## config.mk

```make
export PLATFORM = sky130hd
export DESIGN_NAME = branch_resolve_unit
export DESIGN_NICKNAME = d
export VERILOG_FILES = /design/src/rtl/branch_resolve_unit.sv
export SDC_FILE = /design/constraint.sdc
export NUM_CORES = 1
export LEC_CHECK = 0
export CAP_MARGIN = 20
export CORE_ASPECT_RATIO = 0.6
export CORE_MARGIN = 2
export CORE_UTILIZATION = 42
export DETAILED_ROUTE_END_ITERATION = 8
export PLACE_DENSITY_LB_ADDON = 0.1
export SLEW_MARGIN = 20
export SYNTH_ARGS = -nofsm -noshare
export SYNTH_HDL_FRONTEND = slang
export SYNTH_SLANG_ARGS = --single-unit
```

## constraint.sdc

```tcl
create_clock -name clk -period 6.9 [get_ports clk]
set_clock_uncertainty 0.05 [all_clocks]
set_input_delay 1.725 -clock clk [delete_from_list [all_inputs] [get_ports clk]]
set_output_delay 1.725 -clock clk [all_outputs]
set_load 0.01 [all_outputs]
```

## src/rtl/branch_resolve_unit.sv

```systemverilog
// Single-entry branch resolution stage: evaluates the condition, computes the target, checks the
// fetch prediction and holds the result behind a valid/ready output with retire statistics.
package branch_resolve_pkg;
    typedef enum logic [2:0] {
        BEQ   = 3'd0,
        BNE   = 3'd1,
        BLT   = 3'd2,
        BGE   = 3'd3,
        BLTU  = 3'd4,
        BGEU  = 3'd5,
        JUMP  = 3'd6,
        NO_BR = 3'd7
    } type_branch_cond_e;
endpackage

module branch_resolve_unit
    import branch_resolve_pkg::*;
#(
    parameter int XLEN  = 32,
    parameter int CNT_W = 16
) (
    input  logic              clk,
    input  logic              rst,
    input  logic              flush,
    input  logic              in_valid,
    output logic              in_ready,
    input  logic [XLEN-1:0]   data_rs1,
    input  logic [XLEN-1:0]   data_rs2,
    input  type_branch_cond_e br_type,
    input  logic              is_jalr,
    input  logic [XLEN-1:0]   pc,
    input  logic [XLEN-1:0]   imm,
    input  logic              pred_taken,
    input  logic [XLEN-1:0]   pred_target,
    output logic              out_valid,
    input  logic              out_ready,
    output logic              br_taken,
    output logic [XLEN-1:0]   br_target,
    output logic              mispredict,
    output logic [XLEN-1:0]   redirect_pc,
    input  logic              cnt_clear,
    output logic [CNT_W-1:0]  cnt_resolved,
    output logic [CNT_W-1:0]  cnt_mispred
);

    function automatic logic [CNT_W-1:0] sat_inc(input logic [CNT_W-1:0] cnt);
        return (&cnt) ? cnt : cnt + CNT_W'(1);
    endfunction

    logic signed [XLEN-1:0] rs1_s, rs2_s;
    logic                   taken_p0;
    logic                   mispred_p0;
    logic [XLEN-1:0]        target_p0;
    logic [XLEN-1:0]        redirect_p0;

    logic                   vld_p1;
    logic                   taken_p1;
    logic                   mispred_p1;
    logic                   is_br_p1;
    logic [XLEN-1:0]        target_p1;
    logic [XLEN-1:0]        redirect_p1;
    logic [CNT_W-1:0]       cnt_res_q;
    logic [CNT_W-1:0]       cnt_mis_q;

    logic accept;
    logic retire;

    assign rs1_s = data_rs1;
    assign rs2_s = data_rs2;

    // Stage p0: combinational resolution of the incoming op
    always_comb begin
        taken_p0 = 1'b0;
        case (br_type)
            BEQ:     taken_p0 = (data_rs1 == data_rs2);
            BNE:     taken_p0 = (data_rs1 != data_rs2);
            BLT:     taken_p0 = (rs1_s < rs2_s);
            BGE:     taken_p0 = (rs1_s >= rs2_s);
            BLTU:    taken_p0 = (data_rs1 < data_rs2);
            BGEU:    taken_p0 = (data_rs1 >= data_rs2);
            JUMP:    taken_p0 = 1'b1;
            default: taken_p0 = 1'b0;
        endcase
    end

    assign target_p0   = (is_jalr && br_type == JUMP)
                       ? ((data_rs1 + imm) & {{(XLEN-1){1'b1}}, 1'b0})
                       : (pc + imm);
    assign redirect_p0 = taken_p0 ? target_p0 : (pc + XLEN'(4));
    // Target is only compared when both sides agree the branch is taken
    assign mispred_p0  = (taken_p0 != pred_taken)
                       || (taken_p0 && pred_taken && (pred_target != target_p0));

    assign in_ready = !vld_p1 || out_ready;
    assign accept   = in_valid && in_ready && !flush;
    assign retire   = vld_p1 && out_ready && !flush;

    // Stage p1: output holding register
    always_ff @(posedge clk) begin
        if (rst) begin
            vld_p1      <= 1'b0;
            taken_p1    <= 1'b0;
            mispred_p1  <= 1'b0;
            is_br_p1    <= 1'b0;
            target_p1   <= '0;
            redirect_p1 <= '0;
        end else if (flush) begin
            vld_p1      <= 1'b0;
        end else if (accept) begin
            vld_p1      <= 1'b1;
            taken_p1    <= taken_p0;
            mispred_p1  <= mispred_p0;
            is_br_p1    <= (br_type != NO_BR);
            target_p1   <= target_p0;
            redirect_p1 <= redirect_p0;
        end else if (retire) begin
            vld_p1      <= 1'b0;
        end
    end

    always_ff @(posedge clk) begin
        if (rst || cnt_clear) begin
            cnt_res_q <= '0;
            cnt_mis_q <= '0;
        end else if (retire) begin
            if (is_br_p1)   cnt_res_q <= sat_inc(cnt_res_q);
            if (mispred_p1) cnt_mis_q <= sat_inc(cnt_mis_q);
        end
    end

    assign out_valid    = vld_p1;
    assign br_taken     = taken_p1;
    assign br_target    = target_p1;
    assign mispredict   = mispred_p1;
    assign redirect_pc  = redirect_p1;
    assign cnt_resolved = cnt_res_q;
    assign cnt_mispred  = cnt_mis_q;

endmodule

```

==> impl_metrics.ini, run 1 <==
[pwr]
peakVddDrop_mv = 0.131
p_leak_nw = 5.39
pwr_density_cell_nw_per_um2 = 153
seqPwrFrac_pct = 30.1
sw_frac_of_total_pct = 36.7
clkPwrFrac_pct = 24.4
p_comb_share_pct = 45.5
p_int_mw = 1.32
p_switching_mw = 0.763

[sta]
finalHoldViolCount = 0
finalSetupViolations = 0
grt_setup_unrepaired = false
tns_ns = 0
fin_crit_ns = 6.64
worstMarginPinSlew_ns = 0.906
fmax_ghz = 0.151
worst_slack_ns = 0.259
fin_crit_sh_pct = 96.3
slew_violations = 0
slew_headroom_pct = 39.6

[setup_path]
path_class = primary input to flip-flop
cpPeakStageDelay_ns = 0.50
reg2reg_slack_ns = 3.93
critPathTopFamily = compound AO/OA/AOI/OAI gates
timing.rr.start = out_valid
crit_arrival_ns = 6.81
rr_endpoint = mispredict
path_buf_inv = 2
worstPathMaxFanout = 3
crit_slowest_cell = nor4b_1
setup.worst_path.start_class = primary input
worstPathRequired_ns = 7.06
end_kind = flip-flop
path_cells = clkdlybuf4s50_1, inv_1, ha_1, a21oi_1, o221ai_1, a221oi_1, o221ai_1, a211oi_2, xnor2_1, nor4b_1, a311oi_4, ha_1, a311oi_1, o2111a_1, o2111a_1, nand4_1, nor4_1, nand4_1, nor4_1, a21oi_1
rr_worst_depth = 11

[clock_network]
clk_latency_ns = 0.34
cts-root-buf = clkbuf_16
cts_tree = built
cts_made_buffers = 9
cts.sinks = 100
cts_max_path_buffers = 2
hold_buffers = 0
clkTransAtPathRegs_ns = 0.06
htreeDepth = 3
postCtsSetupRepairBufs = 0
cts.repair.resized = 0

[synthesis]
synthCells = 1410
synth_common_cells = nand2_1 (152), nor2_1 (134), a21oi_1 (116), dfxtp_1 (100), ha_1 (97)
syn-num-nets = 1680
yosys.area.top_type = dfxtp_1
yosysWarnings = 0
ys_seq_area_share_pct = 19.2
synthTopCellsByArea = dfxtp_1 (19%), ha_1 (12%), a21oi_1 (5.6%)
yosysMostFrequentCell = nand2_1
synthDistinctLibCells = 77
synthArstFlopShare_pct = 0
syn_avg_cell_area_um2 = 7.39
syn_area_um2 = 10400
synth-seq-cells = 100
synth-edff-count = 0
ys.flop_type = dfxtp_1
synth.top_cell.area_share_pct = 19.2

[placement]
place.gp.congestion = 0.986
dp_slack_ns = 0.0231
dpl.hpwl_mm = 32.0
dpl_cell_area_um2 = 13300
io_buffer_count = 270

[finish]
syn2layout_area_growth_pct = 30.5
stdcell_area_um2 = 13600
fin_nets = 1897
drive_gt1_share_pct = 3.44
fin_util_pct = 56.0

[drt]
dr.pass1.iters = 5
routedWlPerCell_um = 19.9
routed_wl_mm = 39.0
via_per_inst = 5.85
drtAntennaViolNets = 0
initialDrtViolationCount = 1100
drc = 0
num_vias = 11422

[grt]
grt_max_degree = 90
antenna_found_initial = 2
grt_first_pass_wirelength_mm = 60.4
grt_usage_pct = 29.1
grt_pass1_vias = 10494
overflow = 0

[floorplanning]
rows = 44
dieArea_um2 = 26100
io_pins = 271
start_util_pct = 42.9
die_h_um = 126
die_w_um = 207
coreArea_um2 = 24300

[min_path]
hold_path_class = flip-flop to flip-flop
holdCritStartpoint = redirect_pc[16]
min_path_cells = 2
hold_end = redirect_pc[16]

[run]
drv_cap = 0

[status]
outcome = finished, final reports clean
[registers in the layout, indices dropped and copies added, names as in the netlist]
register / flops
mispredict: 1
br_taken: 1
cnt_mispred: 16
is_br_p1: 1
cnt_resolved: 16
out_valid: 1
br_target: 32
redirect_pc: 32
[power by group through the flow]
stage	Sequential [mW]	Clock, mW	Combinational (mW)
floorplan	0.650	0	0.552
global route	0.629	0.539	1.03
CTS	0.626	0.516	0.932
detailed placement	0.638	0	0.926
finish	0.626	0.508	0.945
global placement	0.638	0	0.922
[cell type report]
| cell class | instances | area [um2] |
|---|---|---|
| fill | 2345 | 10700 |
| multi-input combinational | 1173 | 7880 |
| timing repair buffer | 280 | 2770 |
| sequential | 100 | 2000 |
| tap | 322 | 403 |
| clock buffer | 12 | 256 |
| inverter | 63 | 236 |
| clock inverter | 2 | 35.0 |
| antenna | 2 | 5.00 |
[cells in the final DEF (no fill, tap or decap), types with 23 or more instances in the layout]
master	synthesis	layout
a211oi_1	43	43
nand4_1	40	40
dfxtp_1	100	100
a21o_1	40	40
inv_1	63	63
and3_1	23	23
a21oi_1	116	116
nand2_1	152	152
ha_1	97	97
clkdlybuf4s50_1	0	269
nor3_1	34	34
nor2_1	134	134
o21ai_0	55	55
xnor2_1	66	66
xor2_1	59	59
o211ai_1	39	39
nand3_1	55	55
[metrics by stage]
stage	cells	power, mW	hold slack, ns
global route	1952	2.19	0.425
global placement	1938	1.56	0.392
floorplan	1410	1.20	0.406
CTS	1952	2.07	0.403
detailed placement	1938	1.56	0.395
finish	1954	2.08	0.399
[cells by family (layout without fill, tap and decap cells)]
family,count (synthesis),after routing,share of synthesized area (%)
mux,24,24,2.35
buf+inv,137,357,5.13
xor+xnor,127,127,11.0
simple gates,522,522,24.1
compound gates,401,401,26.2
other cells,0,2,0
flops,100,100,19.2
fa+ha+maj,99,99,12.0
[tightest hold or removal path: cells and delay by family (launching register included)]
| family | cells | cell delay, ns |
|---|---|---|
| simple gates | 1 | 0.05 |
| compound gates | 1 | 0.05 |
| flops | 1 | 0.31 |
[layer usage]
layer	vias up	part of all wire, %	routed length [um]	GRT usage, %
met3	44	8.2	3190	5.11
met2	461	41	15900	42.2
met1	5345	50	19300	44.8
met5	-	0	0	0
li1	5572	-	-	-
met4	0	1.4	558	5.04
[worst max path at each step]
stage	from	end	slack, ns	cells past startpoint
after floorplan	data_rs2[2]	mispredict	1.23	20
after global placement	data_rs2[2]	mispredict	0.37	20
after detailed placement	data_rs2[2]	mispredict	0.02	20
after CTS	data_rs2[2]	mispredict	0.37	20
after global routing	data_rs2[2]	mispredict	0.04	20
final	data_rs2[2]	mispredict	0.26	20
(Power assumes the default switching activity.)
==> run 2, diff against run 1 <==
==> constraint.sdc (replaced) <==
create_clock -name clk -period 6.2 [get_ports clk]
set_clock_uncertainty 0.05 [all_clocks]
set_input_delay 1.55 -clock clk [delete_from_list [all_inputs] [get_ports clk]]
set_output_delay 1.55 -clock clk [all_outputs]
set_load 0.01 [all_outputs]
==> impl_metrics.ini, run 2 (synthesis results as in run 1) <==
[grt]
antenna_found_initial = 8
grt_first_pass_wirelength_mm = 59.1
grt_max_degree = 90
grt_usage_pct = 28.5
overflow = 0
grt_pass1_vias = 10328

[setup_path]
critPathTopFamily = compound AO/OA/AOI/OAI gates
path_cells = clkdlybuf4s50_1, inv_1, ha_1, a21oi_1, o221ai_1, a221oi_2, o221ai_1, a211oi_2, buf_4, xnor2_1, a21o_1, a311oi_4, ha_1, a311oi_2, o2111a_1, o2111a_1, nand4_1, nor4_2, nand4_1, nor4_1, a21oi_1
cpPeakStageDelay_ns = 0.45
worstPathMaxFanout = 3
crit_arrival_ns = 6.08
end_kind = flip-flop
path_class = primary input to flip-flop
worstPathRequired_ns = 6.37
rr_worst_depth = 10
crit_slowest_cell = clkdlybuf4s50_1
setup.worst_path.start_class = primary input
path_depth = 21
path_buf_inv = 3

[sta]
slew_violations = 0
fin_crit_ns = 5.91
fmax_ghz = 0.169
fin_crit_sh_pct = 95.3
worstMarginPinSlew_ns = 0.918
worst_slack_ns = 0.289
finalHoldViolCount = 0
slew_headroom_pct = 38.8
finalSetupViolations = 0

[clock_network]
cts-root-buf = clkbuf_16
cts_max_path_buffers = 2
hold_buffers = 0
cts.sinks = 100
clk_latency_ns = 0.34
htreeDepth = 3
cts_tree = built
clkTransAtPathRegs_ns = 0.07
cts_made_buffers = 9

[floorplanning]
die_w_um = 207
coreArea_um2 = 24300
dieArea_um2 = 26100
io_pins = 271
start_util_pct = 42.9
rows = 44
die_h_um = 126

[pwr]
pwr_density_cell_nw_per_um2 = 166
fin_total_pwr_mw = 2.28
p_leak_nw = 5.44
peakVddDrop_mv = 0.139

[drt]
drc = 0
via_per_inst = 5.80
drtAntennaViolNets = 0
routed_wl_mm = 38.2
routedWlPerCell_um = 19.4
initialDrtViolationCount = 1070
dr.pass1.iters = 6
num_vias = 11429

[placement]
dpl.hpwl_mm = 31.2
dp_slack_ns = -0.373
io_buffer_count = 270
place.gp.congestion = 0.979

[finish]
fin_nets = 1908
drive_gt1_share_pct = 4.32
syn2layout_area_growth_pct = 31.5
most-common-layout-cells = clkdlybuf4s50_1 (269), nand2_1 (152), nor2_1 (134)
final_common_cell = clkdlybuf4s50_1

[min_path]
min_path_cells = 2
hold_path_class = flip-flop to flip-flop

[run]
drv_cap = 0

[status]
outcome = finished, final reports clean
## run 2: cell count changes in the layout (fill, tap and decap cells not counted), sizes merged
cell / delta
buf: +11
bufinv: -1
clkbuf: +1
clkinv: +1
diode: +5
## run 2: layer usage
metal	vias to the layer above	share of wire, %	track usage (%)
li1	5607	-	-
met2	524	41	41.1
met5	-	0.024	0
met3	30	9.6	7.66
met1	5266	49	42.9
met4	2	0.99	3.28
## run 2: worst paths after layout
kind         slack (ns)                to      startpoint
max                0.29        mispredict     data_rs2[2]
min                0.40    redirect_pc[3]  redirect_pc[3]
max reg2reg        3.42  cnt_resolved[15]       out_valid
min reg2reg        0.40    redirect_pc[3]  redirect_pc[3]
## run 2: cell type report
cell class / count / area [um2]
multi-input cells: 1173 / 7910
diodes: 7 / 17.5
flip-flops and latches: 100 / 2000
well taps: 322 / 403
clock buffers: 13 / 260
fillers: 2313 / 10600
clock inverters: 2 / 10.0
repair buffers: 291 / 2860
inverters: 63 / 236
## run 2: worst register-to-register path: stages, from the launching register on
cell	delay, ns
dfxtp_1	0.36
nand2_1	0.06
nor2_1	0.37
nand2_1	0.12
a31oi_1	0.44
and3_1	0.29
nor2b_1	0.30
nor2b_1	0.29
nor2b_1	0.20
xnor2_1	0.13
nor2_1	0.05
## run 2: power breakdown
part           leakage (nW)  switching, mW  internal (mW)  total [mW]
clock                 0.136          0.233          0.291       0.524
combinational          4.49          0.592          0.467        1.06
sequential            0.816         0.0191          0.677       0.696
total                  5.44          0.843           1.43        2.28
## run 2: timing repair
item	4_1_cts	5_1_grt
endpoints found under the setup margin	1	1
setup buffers	0	1
gates resized for setup	1	3
pin swaps	0	1
## run 2: per-stage QoR
stage	cells	util (%)	setup TNS (ns)	hold WS [ns]	cell area [um2]
after floorplan	1410	-	0	0.406	10400
after global placement	1948	55.1	0	0.391	13400
after detailed placement	1948	55.1	-0.373	0.393	13400
after CTS	1963	56.2	0	0.401	13600
after global routing	1964	56.3	-0.0203	0.417	13700
final	1971	56.4	0	0.399	13700
